===== src/rtl/icap_pkg.sv =====
// Shared types and bitstream constants for the ICAPE2 sequencer.
// The optional read path is enabled by defining ICAP_READBACK_EN.
package icap_pkg;

  typedef enum logic [3:0] {
    ST_IDLE,
    ST_WR_SEQ,
    ST_RD_HDR,
    ST_RD_TURN1,
    ST_RD_TURN2,
    ST_RD_WAIT,
    ST_RD_BACK1,
    ST_RD_BACK2,
    ST_RD_DESYNC,
    ST_BOOTED
  } state_t;

  localparam logic [31:0] SYNC_WORD     = 32'hAA995566;
  localparam logic [31:0] NOP           = 32'h20000000;
  localparam logic [31:0] DUMMY         = 32'hFFFFFFFF;
  localparam logic [31:0] HDR_WR_WBSTAR = 32'h30020001;
  localparam logic [31:0] HDR_WR_CMD    = 32'h30008001;
  localparam logic [31:0] CMD_IPROG     = 32'h0000000F;
  localparam logic [31:0] CMD_DESYNC    = 32'h0000000D;
  localparam logic [31:0] HDR_RD_BASE   = 32'h28000001;

  localparam logic [4:0] REG_WBSTAR  = 5'h10;
  localparam logic [4:0] REG_IDCODE  = 5'h0C;
  localparam logic [4:0] REG_BOOTSTS = 5'h16;

  // Steps past the IPROG command fall through to the NOP tail.
  function automatic logic [31:0] boot_word(input logic [3:0] step, input logic [23:0] addr);
    case (step)
      4'd0:    return DUMMY;
      4'd1:    return SYNC_WORD;
      4'd2:    return NOP;
      4'd3:    return HDR_WR_WBSTAR;
      4'd4:    return {8'h00, addr};
      4'd5:    return HDR_WR_CMD;
      4'd6:    return CMD_IPROG;
      default: return NOP;
    endcase
  endfunction

  function automatic logic [31:0] read_hdr_word(input logic [3:0] step, input logic [4:0] cfg_reg);
    case (step)
      4'd0:    return DUMMY;
      4'd1:    return SYNC_WORD;
      4'd4:    return HDR_RD_BASE | (32'(cfg_reg) << 13);
      default: return NOP;
    endcase
  endfunction

  function automatic logic [31:0] desync_word(input logic [3:0] step);
    case (step)
      4'd0:    return HDR_WR_CMD;
      4'd1:    return CMD_DESYNC;
      default: return NOP;
    endcase
  endfunction

endpackage


===== src/rtl/icap_bitswap.sv =====
// Per-byte bit reversal between natural bitstream order and the ICAPE2 pin order.
// Self-inverse, so the same block serves both the I and O buses.
module icap_bitswap (
  input  logic [31:0] din,
  output logic [31:0] dout
);

  for (genvar gi = 0; gi < 32; gi++) begin : g_bit
    assign dout[gi] = din[(gi / 8) * 8 + 7 - (gi % 8)];
  end

endmodule


===== src/rtl/icap_sequencer.sv =====
// Arbitrates the ICAPE2 between warm-boot (WBSTAR + IPROG) and config-register readback.
// The readback path is only built when ICAP_READBACK_EN is defined.
module icap_sequencer
  import icap_pkg::*;
#(
  parameter int RD_LATENCY = 3,
  parameter int NOP_TAIL   = 4
) (
  input  logic        clk,
  input  logic        rst,
  input  logic        boot_req,
  input  logic [23:0] boot_addr,
  input  logic        rd_req,
  input  logic [4:0]  rd_reg,
  output logic [31:0] rd_data,
  output logic        rd_valid,
  output logic        busy,
  output logic        icap_csib,
  output logic        icap_rdwrb,
  output logic [31:0] icap_i,
  input  logic [31:0] icap_o
);

  localparam logic [3:0] WR_LAST = 4'(6 + NOP_TAIL);

  state_t      state_reg;
  logic [3:0]  step_reg;
  logic        boot_pend_reg;
  logic [23:0] boot_addr_reg;
  logic        csib_reg;
  logic [31:0] icap_word_reg;

`ifdef ICAP_READBACK_EN
  localparam logic [3:0] WAIT_LAST = 4'(RD_LATENCY - 1);

  logic        rdwrb_reg;
  logic [4:0]  rd_reg_reg;
  logic [31:0] rd_data_reg;
  logic        rd_valid_reg;
  logic [31:0] icap_o_nat;

  icap_bitswap u_swap_o (.din(icap_o), .dout(icap_o_nat));

  assign rd_data    = rd_data_reg;
  assign rd_valid   = rd_valid_reg;
  assign icap_rdwrb = rdwrb_reg;
`else
  localparam int unused_rd_latency = RD_LATENCY;
  logic unused_rd;
  assign unused_rd  = ^{rd_req, rd_reg, icap_o};
  assign rd_data    = '0;
  assign rd_valid   = 1'b0;
  assign icap_rdwrb = 1'b0;
`endif

  icap_bitswap u_swap_i (.din(icap_word_reg), .dout(icap_i));

  assign icap_csib = csib_reg;
  assign busy      = (state_reg != ST_IDLE);

  // Outputs are registered from the current state/step, so each word lands one cycle later.
  always_ff @(posedge clk) begin
    if (rst) begin
      state_reg     <= ST_IDLE;
      step_reg      <= '0;
      boot_pend_reg <= 1'b0;
      boot_addr_reg <= '0;
      csib_reg      <= 1'b1;
      icap_word_reg <= DUMMY;
`ifdef ICAP_READBACK_EN
      rdwrb_reg     <= 1'b0;
      rd_reg_reg    <= '0;
      rd_data_reg   <= '0;
      rd_valid_reg  <= 1'b0;
`endif
    end else begin
      step_reg <= step_reg + 4'd1;
`ifdef ICAP_READBACK_EN
      rd_valid_reg <= 1'b0;
`endif
      if (boot_req && state_reg != ST_BOOTED) begin
        boot_pend_reg <= 1'b1;
        boot_addr_reg <= boot_addr;
      end
      case (state_reg)
        ST_IDLE: begin
          csib_reg      <= 1'b1;
          icap_word_reg <= DUMMY;
          step_reg      <= '0;
          if (boot_req || boot_pend_reg) begin
            boot_pend_reg <= 1'b0;
            state_reg     <= ST_WR_SEQ;
`ifdef ICAP_READBACK_EN
          // The rd_valid cycle is skipped so a requester that drops rd_req on time is not re-served.
          end else if (rd_req && !rd_valid_reg) begin
            rd_reg_reg <= rd_reg;
            state_reg  <= ST_RD_HDR;
`endif
          end
        end
        ST_WR_SEQ: begin
          csib_reg      <= (step_reg == 4'd0);
          icap_word_reg <= boot_word(step_reg, boot_addr_reg);
          if (step_reg == WR_LAST) begin
            state_reg <= ST_BOOTED;
            step_reg  <= '0;
          end
        end
        ST_BOOTED: begin
          csib_reg      <= 1'b1;
          icap_word_reg <= DUMMY;
          step_reg      <= '0;
        end
`ifdef ICAP_READBACK_EN
        ST_RD_HDR: begin
          csib_reg      <= (step_reg == 4'd0);
          icap_word_reg <= read_hdr_word(step_reg, rd_reg_reg);
          if (step_reg == 4'd6) begin
            state_reg <= ST_RD_TURN1;
            step_reg  <= '0;
          end
        end
        ST_RD_TURN1: begin
          csib_reg      <= 1'b1;
          rdwrb_reg     <= 1'b0;
          icap_word_reg <= DUMMY;
          state_reg     <= ST_RD_TURN2;
          step_reg      <= '0;
        end
        ST_RD_TURN2: begin
          csib_reg  <= 1'b1;
          rdwrb_reg <= 1'b1;
          state_reg <= ST_RD_WAIT;
          step_reg  <= '0;
        end
        ST_RD_WAIT: begin
          csib_reg  <= 1'b0;
          rdwrb_reg <= 1'b1;
          if (step_reg == WAIT_LAST) begin
            state_reg <= ST_RD_BACK1;
            step_reg  <= '0;
          end
        end
        ST_RD_BACK1: begin
          csib_reg    <= 1'b1;
          rdwrb_reg   <= 1'b1;
          rd_data_reg <= icap_o_nat;
          state_reg   <= ST_RD_BACK2;
          step_reg    <= '0;
        end
        ST_RD_BACK2: begin
          csib_reg  <= 1'b1;
          rdwrb_reg <= 1'b0;
          state_reg <= ST_RD_DESYNC;
          step_reg  <= '0;
        end
        ST_RD_DESYNC: begin
          if (step_reg == 4'd4) begin
            csib_reg      <= 1'b1;
            icap_word_reg <= DUMMY;
            rd_valid_reg  <= 1'b1;
            state_reg     <= ST_IDLE;
            step_reg      <= '0;
          end else begin
            csib_reg      <= 1'b0;
            rdwrb_reg     <= 1'b0;
            icap_word_reg <= desync_word(step_reg);
          end
        end
`endif
        default: begin
          csib_reg  <= 1'b1;
          state_reg <= ST_IDLE;
          step_reg  <= '0;
        end
      endcase
    end
  end

endmodule

===== config.mk =====
export PLATFORM = sky130hd
export DESIGN_NAME = icap_sequencer
export DESIGN_NICKNAME = d
export VERILOG_FILES = /design/src/rtl/icap_pkg.sv /design/src/rtl/icap_bitswap.sv /design/src/rtl/icap_sequencer.sv
export SDC_FILE = /design/constraint.sdc
export NUM_CORES = 1
export LEC_CHECK = 0
export BUFFER_PORTS_ARGS = -buffer_cell sky130_fd_sc_hd__buf_2
export CORE_MARGIN = 1.5
export CORE_UTILIZATION = 50
export CTS_BUF_LIST = sky130_fd_sc_hd__clkbuf_8 sky130_fd_sc_hd__clkbuf_16
export DETAILED_ROUTE_END_ITERATION = 10
export MAX_ROUTING_LAYER = met4
export PLACE_DENSITY = 0.82
export SLEW_MARGIN = 20
export SYNTH_ARGS = -nofsm -noshare
export SYNTH_HDL_FRONTEND = slang
export SYNTH_SLANG_ARGS = --single-unit

===== constraint.sdc =====
create_clock -name clk -period 2.71 [get_ports clk]
set_input_delay 0.542 -clock clk [delete_from_list [all_inputs] [get_ports clk]]
set_output_delay 0.542 -clock clk [all_outputs]
set_load 0.01 [all_outputs]

-- After elaboration in Yosys (flattened, before gate mapping)
Cells that the tools add are included.
- register bits after elaboration: 66
- input bits: 65
- word-level logic and storage cells: 38
- output and inout bits: 68
- multiplexer cells: 8
- equality and inequality tests: 11
- bitwise operators: 2
- add/sub/neg operators: 1
- reduce and logical (&&, ||, !) cells: 10
- operators by type and width (operator ; count):
    $pmux W32 S6 ; 1
    $pmux W32 S2 ; 1
    $eq A4 B3 Y1 const B ; 3
    $pmux W4 S3 ; 1
    $eq A4 B1 Y1 const B ; 2
    $eq A4 B4 Y1 const B ; 2
    $logic_not A4 Y1 ; 2
    $mux W4 ; 2
    $add A4 B1 Y4 const B ; 1
    $eq A4 B2 Y1 const B ; 1
    $ne A2 B2 Y1 const B ; 2
    $ne A4 B4 Y1 const B ; 1
    $reduce_bool A4 Y1 ; 1
    $reduce_or A2 Y1 ; 2
    $mux W1 ; 3
    $reduce_and A3 Y1 ; 1
    $reduce_or A3 Y1 ; 1
    $not A1 Y1 ; 2
    $reduce_bool A2 Y1 ; 1
    $logic_and A1 B1 Y1 ; 1
    $logic_or A1 B1 Y1 ; 1

-- Logic depth before layout (Yosys ltp)
- word-level depth: 5
- mapped depth: 6
- gate-level depth less buffers: 5

-- Modules after synthesis
Synthesis repeated with hierarchy kept, for this count alone.
- cells, all modules: 368
- area total of the unflattened synthesis: 3006.6 um^2
- modules (own cells, without submodules) (module ; seq. area each (um^2) ; area each (um^2) ; cells each ; times used):
    icap_sequencer ; 1201.2 ; 2766.4 ; 336 ; 1
    icap_bitswap ; 0.0 ; 240.2 ; 32 ; 1

-- Least setup slack after synthesis
OpenSTA, ideal clock, no wires.
- kind: register to register
- from: reg state_reg[0]
- to: reg icap_word_reg[11]
- data arrival time: 1.348 ns
- setup slack: 1.230 ns
- setup time: 0.132 ns
- clock period less this slack: 1.480 ns
- cell stages (with the launch flop): 7
- path buffers: 1
- data required time: 2.578 ns
- cells stage by stage: dfxtp_1 inv_1 ha_1 buf_2 nand2b_1 nor3_4 a21oi_1
- word-level cells in the longest chain between the ends: 3
- elaborated cells on any way between the ends: 6
- classes of those cells: 2 x eq/ne; 1 x mux; 3 x reduce/logical
- ends and longest elaborated chain (element ; line ; source):
    start: declaration ; icap_sequencer.sv:26 ; state_t state_reg;
    start signal: assignment ; icap_sequencer.sv:64 ; state_reg <= ST_IDLE;
    start signal: assignment ; icap_sequencer.sv:92 ; state_reg <= ST_WR_SEQ;
    start signal: assignment ; icap_sequencer.sv:105 ; state_reg <= ST_BOOTED;
    $eq A4 B4 Y1 / $logic_not A4 Y1 (equally long branches) ; icap_sequencer.sv:85 ; case (state_reg)
    $reduce_or A2 Y1 (no line) ; -- ;
    $pmux W32 S2 / $reduce_bool A2 Y1 (equally long branches) ; -- ;
    end signal: assignment ; icap_sequencer.sv:103 ; icap_word_reg <= boot_word(step_reg, boot_addr_reg);
    end: declaration ; icap_sequencer.sv:31 ; logic [31:0] icap_word_reg;
Several ways; a longest one is shown, not always the timed one.
A chain may end at the register's enable or synchronous reset.

-- Final worst setup path
- from: reg state_reg[0]
- to: reg icap_word_reg[17]
Same word-level chain as after synthesis.

==> metrics.cfg <==
[run_status]
status=completed

[global_routing]
antenna_found_initial=0
grt_pass1_wl_mm=9.47
grt-ovfl-total=0
grt_max_degree=28
grt_pass1_vias=2066
grt_util_all_layers=0.206

[logic_synthesis]
synth-warning-count=0
synth-edff-count=0
muxShareOfSynthArea=0
synth-compound-area-share=0.177
ys_types=44
ys_seq_area_frac=0.430
syn-cell-area_um2=2800
synth_xor_area_frac=0.00313
ys_ff_latch=60
syn_area_per_cell_um2=8.22
synth_fa_ha_area_frac=0.0358
syn_inst=340
async_flop_share=0
synth-main-ff-cell=dfxtp_1
synth_top_family_by_area=simple AND/OR/NAND/NOR gates
yosys.area_share.simple=0.201

[cells_and_area]
drive_gt1_frac=0.223
n_antenna_cell=0
final_common_cell=nand2_1
area_delta_synth_final_pct=12.8
fillers=533
largest_reg_flops=28
layout.nets=462
final_cell_area_um2=3150
mostFrequentLayoutCells=nand2_1 (71), dfxtp_1 (60), buf_2 (60), a21oi_1 (40), conb_1 (34)

[sta]
finalMaxSlewViolations=0
setup_viol=0
timing.hold.ws_ns=0.438
hold_viol=0
rsz0062_at_grt=no
skew_ns=0.00566
worst_slack_ns=0.768
tns_ns=0
worstMarginPinSlew_ns=0.555
fin_crit_ns=1.94
period_share=0.716
fmax_mhz=515
relSlewSlack=0.629

[routing]
final_antenna_net_count=0
post-route-drc-count=0
routedWlPerCell_um=12.1
wl_mm=5.66
firstDrtPassIters=4
drtIter0Drc=155
vias=2326
vias_per_cell=4.99

[cts]
cts-root-buf=clkbuf_8
clock_sinks=60
cts_made_buffers=9
htree_num_levels=3
clk_transition_reported_paths_ns=0.07
cts_tree=built
cts_hold_buf=0
clockBufferDepth=2
postCtsSetupRepairBufs=0
post_cts_resized=0
clk_latency_ns=0.34

[die]
num_rows=27
coreArea_um2=5440
io_pins=133
initial_core_util=0.514
die-width_um=77.8
die_y_um=77.8
die-area_um2=6050

[placement]
gp_congestion=0.799
pre_cts_ws_ns=0.779
port_buffers=60
postPlaceCellArea_um2=2950
dpl.hpwl_mm=4.00

[worst_setup_path]
startpoint_type=register
worstSetupPathType=register to register
endpoint_kind=register
arrival_ns=2.16
critPathMaxFanout=15
required_ns=2.93

[power_and_ir_drop]
p_leak_nw=1.27
power_mw=1.99
powerDensity_nw_per_um2=632
peakVddDrop_uv=312

[flow_run]
cap_violations=0

[min_path]
hp-class=primary input to register

[cell type report]
class                   instances  area (um^2)  share of cell area
inverters                       9         33.8              0.0107
clock inverters                 6         63.8              0.0202
multi-input cells             245         1300               0.411
repair buffers                 64          330               0.105
clock buffers                  10          138              0.0437
well taps                      72         90.1              0.0286
flip-flops and latches         60         1200               0.381
[layer usage]
metal,up-vias,GRT usage,part of all wire
met5,-,-,0
met1,1064,0.252,0.44
met3,6,0.0400,0.063
met4,0,0.100,0.014
li1,1168,-,-
met2,88,0.323,0.49
[cells in the mapped netlist, drive strengths merged (4+ instances only)]
cell	number	area (um^2)
nand2	71	267
inv	9	33.8
buf	56	380
dfxtp	60	1200
ha	8	100
a21oi	40	200
a31oi	10	62.6
nor2	19	73.8
a211oi	4	40.0
nand2b	7	43.8
nor3	15	91.3
[path summary, 6_finish.rpt]
kind	end	slack (ns)	from	depth (start not counted)
worst max-delay path	icap_word_reg[17]$_SDFFE_PP1P_	0.77	state_reg[0]$_SDFFE_PP0P_	5
worst min-delay path	boot_addr_reg[10]$_SDFFE_PP0P_	0.44	boot_addr[10]	3
worst max register to register	icap_word_reg[17]$_SDFFE_PP1P_	0.77	state_reg[0]$_SDFFE_PP0P_	5
worst min register to register	boot_addr_reg[15]$_SDFFE_PP0P_	0.45	boot_addr_reg[15]$_SDFFE_PP0P_	2
[metrics by stage]
step,cells,util
finish,466,0.580
global route,466,0.580
CTS,466,0.580
detailed placement,450,0.543
global placement,450,0.543
floorplan,373,-
[kinds of logic after synthesis]
group | count (synthesis)
simple gates | 124
buf+inv | 68
compound gates | 78
other cells | 1
fa+ha+maj | 8
flops | 60
xor+xnor | 1
[power breakdown]
part	internal (mW)	switching, mW	total (mW)
sequential	0.924	0.0236	0.947
combinational	0.0903	0.157	0.247
clock	0.447	0.352	0.799
total	1.46	0.533	1.99
[worst max-delay path, stage by stage (launching register included)]
cell     delay [ns]
dfxtp_1        0.33
inv_1          0.11
ha_1           0.50
inv_1          0.35
or3_1          0.42
o31a_1         0.11
(Power assumes the default switching activity.)
